`config.mk`:
```
export PLATFORM = sky130hd
export DESIGN_NAME = pool_accumulator
export DESIGN_NICKNAME = d
export VERILOG_FILES = /design/src/rtl/pool_accumulator.sv
export SDC_FILE = /design/constraint.sdc
export NUM_CORES = 1
export LEC_CHECK = 0
export ABC_AREA = 1
export CORE_UTILIZATION = 52
export CTS_BUF_LIST = sky130_fd_sc_hd__clkbuf_4 sky130_fd_sc_hd__clkbuf_8
export DETAILED_ROUTE_END_ITERATION = 6
export PLACE_DENSITY_LB_ADDON = 0.15
export SYNTH_ARGS = -nofsm -noshare
export SYNTH_HDL_FRONTEND = slang
export SYNTH_SLANG_ARGS = --single-unit
```
`constraint.sdc`:
```
create_clock -name clk -period 2.08 [get_ports clk]
set_clock_uncertainty 0.15 [all_clocks]
set_input_delay 0.312 -clock clk [delete_from_list [all_inputs] [get_ports clk]]
set_output_delay 0.312 -clock clk [all_outputs]
set_load 0.01 [all_outputs]
```
`src/rtl/pool_accumulator.sv`:
```
// pool_accumulator
//   Upstream stage of the 2x2 average-pooling divider. Accepts one feature-map
//   sample per valid/ready handshake, sums WINDOW samples and presents the raw
//   sum. The downstream divider scales it by 0.25.
//
//   Parameters
//     ARITH_TYPE  1 = fixed point (wrapping two's complement), 0 = IEEE float
//     DATA_WIDTH  sample / sum width (16 for Q6.10, 32 for single float)
//     E, M        float exponent / mantissa widths (float mode only)
//     WINDOW      samples per pooled output, 2..16
//
//   Configuration macro
//     POOL_ACC_SAT_EN  fixed mode only: each add saturates to max/min signed
//                      instead of wrapping. Float mode ignores it.
//
//   Ports
//     clk        rising-edge clock
//     reset_n    async active-low reset
//     clear      sync abort of the current window (beats accept)
//     in_data    sample
//     in_valid   sample present
//     in_ready   stage can accept a sample (low in HOLD and during reset)
//     out_data   sum of WINDOW samples
//     out_valid  out_data holds a complete sum
//     out_ready  consumer takes out_data
//
//   state | meaning
//   IDLE  | no partial sum, next accept seeds acc directly
//   ACCUM | partial sum in acc, cnt samples taken so far
//   HOLD  | complete sum on out_data, waiting for out_ready

module pool_accumulator #(
  parameter int ARITH_TYPE = 1,
  parameter int DATA_WIDTH = 32,
  parameter int E          = 8,
  parameter int M          = 23,
  parameter int WINDOW     = 4
) (
  input  logic                  clk,
  input  logic                  reset_n,
  input  logic                  clear,
  input  logic [DATA_WIDTH-1:0] in_data,
  input  logic                  in_valid,
  output logic                  in_ready,
  output logic [DATA_WIDTH-1:0] out_data,
  output logic                  out_valid,
  input  logic                  out_ready
);

  localparam int CNT_W = $clog2(WINDOW + 1);

  typedef enum logic [1:0] {IDLE, ACCUM, HOLD} state_t;

  state_t                state, state_nxt;
  logic [CNT_W-1:0]      cnt, cnt_nxt;
  logic [DATA_WIDTH-1:0] acc, acc_nxt;
  logic [DATA_WIDTH-1:0] out_data_nxt;
  logic                  out_valid_nxt;
  logic [DATA_WIDTH-1:0] add_sum;
  logic                  accept;

  generate
    if (ARITH_TYPE == 1) begin : g_fixed
      logic [DATA_WIDTH-1:0] raw_sum;
      assign raw_sum = acc + in_data;
`ifdef POOL_ACC_SAT_EN
      // Overflow only when both operands share a sign the result lost.
      logic ovf;
      assign ovf = (acc[DATA_WIDTH-1] == in_data[DATA_WIDTH-1]) &&
                   (raw_sum[DATA_WIDTH-1] != acc[DATA_WIDTH-1]);
      assign add_sum = !ovf ? raw_sum :
                       acc[DATA_WIDTH-1] ? {1'b1, {(DATA_WIDTH-1){1'b0}}}
                                         : {1'b0, {(DATA_WIDTH-1){1'b1}}};
`else
      assign add_sum = raw_sum;
`endif
    end else begin : g_float
      floating_point_add #(.E(E), .M(M)) u_fadd (
        .a   (acc),
        .b   (in_data),
        .sum (add_sum)
      );
    end
  endgenerate

  assign in_ready = reset_n & (state != HOLD);
  assign accept   = in_valid & in_ready;

  always_ff @(posedge clk or negedge reset_n) begin
    if (!reset_n) begin
      state     <= IDLE;
      cnt       <= '0;
      acc       <= '0;
      out_data  <= '0;
      out_valid <= 1'b0;
    end else begin
      state     <= state_nxt;
      cnt       <= cnt_nxt;
      acc       <= acc_nxt;
      out_data  <= out_data_nxt;
      out_valid <= out_valid_nxt;
    end
  end

  always_comb begin
    state_nxt     = state;
    cnt_nxt       = cnt;
    acc_nxt       = acc;
    out_data_nxt  = out_data;
    out_valid_nxt = out_valid;
    if (clear) begin
      state_nxt     = IDLE;
      cnt_nxt       = '0;
      acc_nxt       = '0;
      out_data_nxt  = '0;
      out_valid_nxt = 1'b0;
    end else begin
      case (state)
        IDLE: begin
          cnt_nxt = '0;
          if (accept) begin
            // Seed without the adder so a float -0.0 or NaN sample is kept as-is.
            acc_nxt   = in_data;
            cnt_nxt   = CNT_W'(1);
            state_nxt = ACCUM;
          end
        end
        ACCUM: begin
          if (accept) begin
            acc_nxt = add_sum;
            if (cnt == CNT_W'(WINDOW - 1)) begin
              out_data_nxt  = add_sum;
              out_valid_nxt = 1'b1;
              cnt_nxt       = '0;
              state_nxt     = HOLD;
            end else begin
              cnt_nxt = cnt + CNT_W'(1);
            end
          end
        end
        HOLD: begin
          if (out_valid && out_ready) begin
            out_valid_nxt = 1'b0;
            state_nxt     = IDLE;
          end
        end
        default: begin
          state_nxt     = IDLE;
          cnt_nxt       = '0;
          out_valid_nxt = 1'b0;
        end
      endcase
    end
  end

endmodule

// floating_point_add
//   Combinational IEEE-style adder, sum = a + b, round to nearest even.
//   Subnormal inputs and results flush to zero; overflow gives infinity;
//   inf + -inf gives a quiet NaN.
//
//   Ports
//     a, b  operands, {sign, exponent[E], fraction[M]}
//     sum   result in the same format
module floating_point_add #(
  parameter int E = 8,
  parameter int M = 23
) (
  input  logic [E+M:0] a,
  input  logic [E+M:0] b,
  output logic [E+M:0] sum
);

  // hidden bit + fraction + guard/round/sticky
  localparam int MW = M + 4;

  logic [E+M:0] x, y;
  logic [E-1:0] ex, ey, diff;
  logic [MW-1:0] mx, my, lost, my_al;
  logic [MW:0]   s;
  logic [M+1:0]  mant_r;
  logic          rnd;
  int            e_i;

  always_comb begin
    // x is the operand of larger magnitude; the result takes its sign.
    x     = (a[E+M-1:0] >= b[E+M-1:0]) ? a : b;
    y     = (a[E+M-1:0] >= b[E+M-1:0]) ? b : a;
    ex    = x[E+M-1:M];
    ey    = y[E+M-1:M];
    mx    = (ex == '0) ? '0 : {1'b1, x[M-1:0], 3'b000};
    my    = (ey == '0) ? '0 : {1'b1, y[M-1:0], 3'b000};
    diff  = ex - ey;
    lost  = my & ~({MW{1'b1}} << diff);
    my_al = (my >> diff) | {{(MW-1){1'b0}}, |lost};
    e_i   = int'(ex);

    if (x[E+M] == y[E+M]) s = {1'b0, mx} + {1'b0, my_al};
    else                  s = {1'b0, mx} - {1'b0, my_al};

    if (s[MW]) begin
      s   = (s >> 1) | {{MW{1'b0}}, s[0]};
      e_i = e_i + 1;
    end else begin
      for (int i = 0; i < MW; i++) begin
        if (!s[MW-1] && s != '0) begin
          s   = s << 1;
          e_i = e_i - 1;
        end
      end
    end

    rnd    = s[2] & (s[1] | s[0] | s[3]);
    mant_r = {1'b0, s[MW-1:3]} + (M+2)'(rnd);
    if (mant_r[M+1]) begin
      mant_r = mant_r >> 1;
      e_i    = e_i + 1;
    end

    if (ex == {E{1'b1}}) begin
      sum = (ey == {E{1'b1}} && x[E+M] != y[E+M])
            ? {1'b0, {E{1'b1}}, 1'b1, {(M-1){1'b0}}} : x;
    end else if (s == '0 || e_i <= 0) begin
      sum = '0;
    end else if (e_i >= (1 << E) - 1) begin
      sum = {x[E+M], {E{1'b1}}, {M{1'b0}}};
    end else begin
      sum = {x[E+M], E'(e_i), mant_r[M-1:0]};
    end
  end

endmodule

```
==> results.yml <==
setup_path:
  crit_path_cell_trace: "ha_4 > nand2_2 > buf_4 > inv_2 > nand2_2 > nor3_2 > nand2_1 > nand2_2 > nand2_1 > nand3_2 > nand3_1 > a21oi_2"
  required_ps: 2230
  crit_top_cell: "nand2_2"
  r2r_cells: 12
  end_kind: "flop"
  startpoint_type: "flop"
  critPathMaxStageDelay_ps: 420
  crit_type: "flop to flop"
  r2r_setup_slack_ps: 6
  critical_path.max_fanout: 3
  arrival_ps: 2220
  r2r_end: "acc[21]$_DFFE_PN0P_"
  crit_slowest_cell: "dfrtp_1"
  rr_startpoint: "acc[12]$_DFFE_PN0P_"
power:
  p_sw_share_pct: 49.4
  power_switching_w: 0.00544
  seq_power_share_pct: 18.5
  clkPwrFrac_pct: 9.7
  finalPower_w: 0.0110
  p_leak_nw: 4.20
  p_comb_share_pct: 71.8
  power_density_nw_per_um2: 1370
  irDropWorstVdd_uv: 631
  power.internal_w: 0.00557
route:
  vias: 6098
  first_pass_iters: 5
  drtIter0Drc: 417
  wl_per_cell_microns: 16.8
  drc_errors: 0
  wl_microns: 18700
  viasPerCell: 5.47
  ant_nets: 0
hold_path:
  hold_start: "in_data[13]"
  hold_path_class: "input pin to flop"
  hold_end: "acc[13]$_DFFE_PN0P_"
  hold_path_depth: 3
floorplanning:
  fp-row-count: 36
  die_w_microns: 104
  core_sq_um: 9950
  io_pins: 71
  die-height_microns: 104
  die_area_sq_um: 10800
  start_util_pct: 54.5
synth:
  syn_nets: 894
  yosysWarningCount: 0
  ys_seq_area_share_pct: 32.3
  synth_top_family_by_area: "simple AND/OR/NAND/NOR gates"
  ys.flop_type: "dfrtp_1"
  synth_seq_cells: 70
  avgSynthCellArea_sq_um: 6.59
  synth_compound_area_share_pct: 11.9
  postSynthCellCount: 824
  synth_mux_area_share_pct: 0
  synthAdderAreaFrac_pct: 7.75
  ys_types: 39
  synth_edf_count: 0
  syn_area_sq_um: 5430
  synth-simple-area-share_pct: 35.0
  synthArstFlopShare_pct: 100
  synth_xor_xnor_area_share_pct: 2.40
clock_tree:
  clock-sinks: 70
  clkLatencyLatePin_ps: 370
  cts_buffer_depth: 2
  htreeDepth: 3
  numCtsBuffers: 9
  cts_tree: "yes"
  cts_root_buf: "clkbuf_8"
  clk_pin_slew_ps: 80
run:
  cap_viol_max_count: 0
global_route:
  gr-usage-all-layers_pct: 33.4
  grt_pass1_vias: 5801
  grt_antenna_before_repair: 0
  grt.overflow.total: 0
  grt_start_max_net_pins: 38
  grt_pass1_wl_microns: 28300
timing:
  hold_slack_ps: 185
  finalCritPeriodShare_pct: 99.7
  relSlewSlack_pct: 65.0
  period_needed_ps: 2070
  worst_pin_slew_ps: 525
  drv_slew: 0
  fmax_mhz: 482
  hold_violations: 0
  rsz0062_at_grt: "true"
  setup_viol: 0
cells_and_area:
  syn2layout_area_growth_pct: 47.9
  fill_cells: 675
  final_layout_size_suffix_gt1_share_pct: 30.7
  antenna_cells: 0
  nNetsFinal: 1047
place:
  gp_congestion: 0.917
  dp_hpwl_microns: 13000
  port_buffers: 70
outcome:
  status: "completed"
## synth_stat cells (2+ instances only)
library cell,count,area [sq um]
inv_1,116,435
nand4_1,4,25.0
nor2_1,69,259
buf_6,4,45.0
o21ai_0,5,25.0
buf_2,10,50.1
nor2_2,7,43.8
a22o_1,13,114
or2_1,2,12.5
a21oi_1,82,410
xor2_1,13,114
clkbuf_1,3,11.3
ha_1,32,400
nor3_1,3,15.0
nand3b_1,5,37.5
dfrtp_1,70,1750
a31oi_1,2,12.5
nand2_4,2,22.5
nand2_2,9,56.3
nand3_1,63,315
o21bai_1,2,15.0
o21ai_1,2,10.0
nand2_1,281,1050
inv_2,10,37.5
## how the worst max path moves through the flow
stage	start	end	depth (start not counted)
floorplan	acc[0]$_DFFE_PN0P_	acc[28]$_DFFE_PN0P_	12
global placement	in_data[0]	acc[8]$_DFFE_PN0P_	12
detailed placement	in_data[0]	acc[8]$_DFFE_PN0P_	12
CTS	in_data[13]	acc[22]$_DFFE_PN0P_	14
global route	acc[6]$_DFFE_PN0P_	acc[21]$_DFFE_PN0P_	12
finish	acc[12]$_DFFE_PN0P_	acc[21]$_DFFE_PN0P_	12
## state kept, by name (all words and copies together), names as in the netlist
signal / count
acc: 32
cnt: 3
out_data: 32
out_valid: 1
state: 2
## cell usage in the layout (no fill, tap or decap), types with 11 or more instances in the layout
cell	n
nand2_1	217
inv_1	108
buf_4	80
dfrtp_1	69
a21oi_1	59
nor2_1	55
nand2_2	52
clkdlybuf4s50_1	52
nand3_1	44
nand2_4	22
ha_4	22
nand3_2	19
inv_2	18
a21oi_2	18
nor2_2	14
dlymetal6s2s_1	14
a22o_1	13
clkbuf_8	11
## critical path: cells and delay by family, from the launching register on
kind | cells | cell delay (ps)
AO/OA/AOI/OAI | 1 | 160
adder cells (fa/ha/maj) | 1 | 300
buffers and inverters | 2 | 200
flip-flops | 1 | 420
AND/OR/NAND/NOR | 8 | 760
## layout make-up
type	count	area, sq um	area share (%)
clock buffer	12	159	1.98
clock inverter	3	20.0	0.249
inverter	126	473	5.89
multi-input combinational	611	4010	50.0
sequential	70	1750	21.8
tap	133	166	2.07
timing repair buffer	159	1450	18.0
## power by group through the flow
stage	logic, W	clock network, W	registers [W]
final	0.00791	0.00107	0.00204
after global routing	0.00855	0.00112	0.00207
after CTS	0.00629	0.00107	0.00198
after detailed placement	0.00589	0	0.00196
after global placement	0.00577	0	0.00193
after floorplan	0.00369	0	0.00190
## what timing repair did
item / 4_1_cts / 5_1_grt
setup endpoints to repair: 46 / 48
pin swaps: 9 / 58
hold endpoints to repair: 36 / 0
buffers inserted: 2 / 7
gates resized for setup: 44 / 181
cloned: 0 / 0
hold buffers: 1 / 0
## per-layer routing
metal	vias up	GRT usage [%]	share of wire, %
li1	2909	-	-
met1	2841	43.7	43
met2	287	52.8	46
met3	61	8.46	8.0
met4	0	13.1	3.5
met5	-	0	0
## through the flow
stage	cell area, sq um	utilization, %	cells	setup WS, ps	TNS (ps)
2_1_floorplan	5430	-	824	127	0
3_5_place_dp	6800	68.3	1089	-535	-24210
5_1_grt	8030	80.6	1114	-131	-1590
3_3_place_gp	6800	68.3	1089	-506	-22610
6_report	8030	80.6	1114	6.41	0
4_1_cts	7230	72.7	1107	0.538	0
## cell families after synthesis
| group | Yosys count |
|---|---|
| simple gates | 451 |
| buf+inv | 143 |
| compound gates | 113 |
| flops | 70 |
| fa+ha+maj | 33 |
| xor+xnor | 14 |
Note: power is estimated with default switching activity, not from simulation.
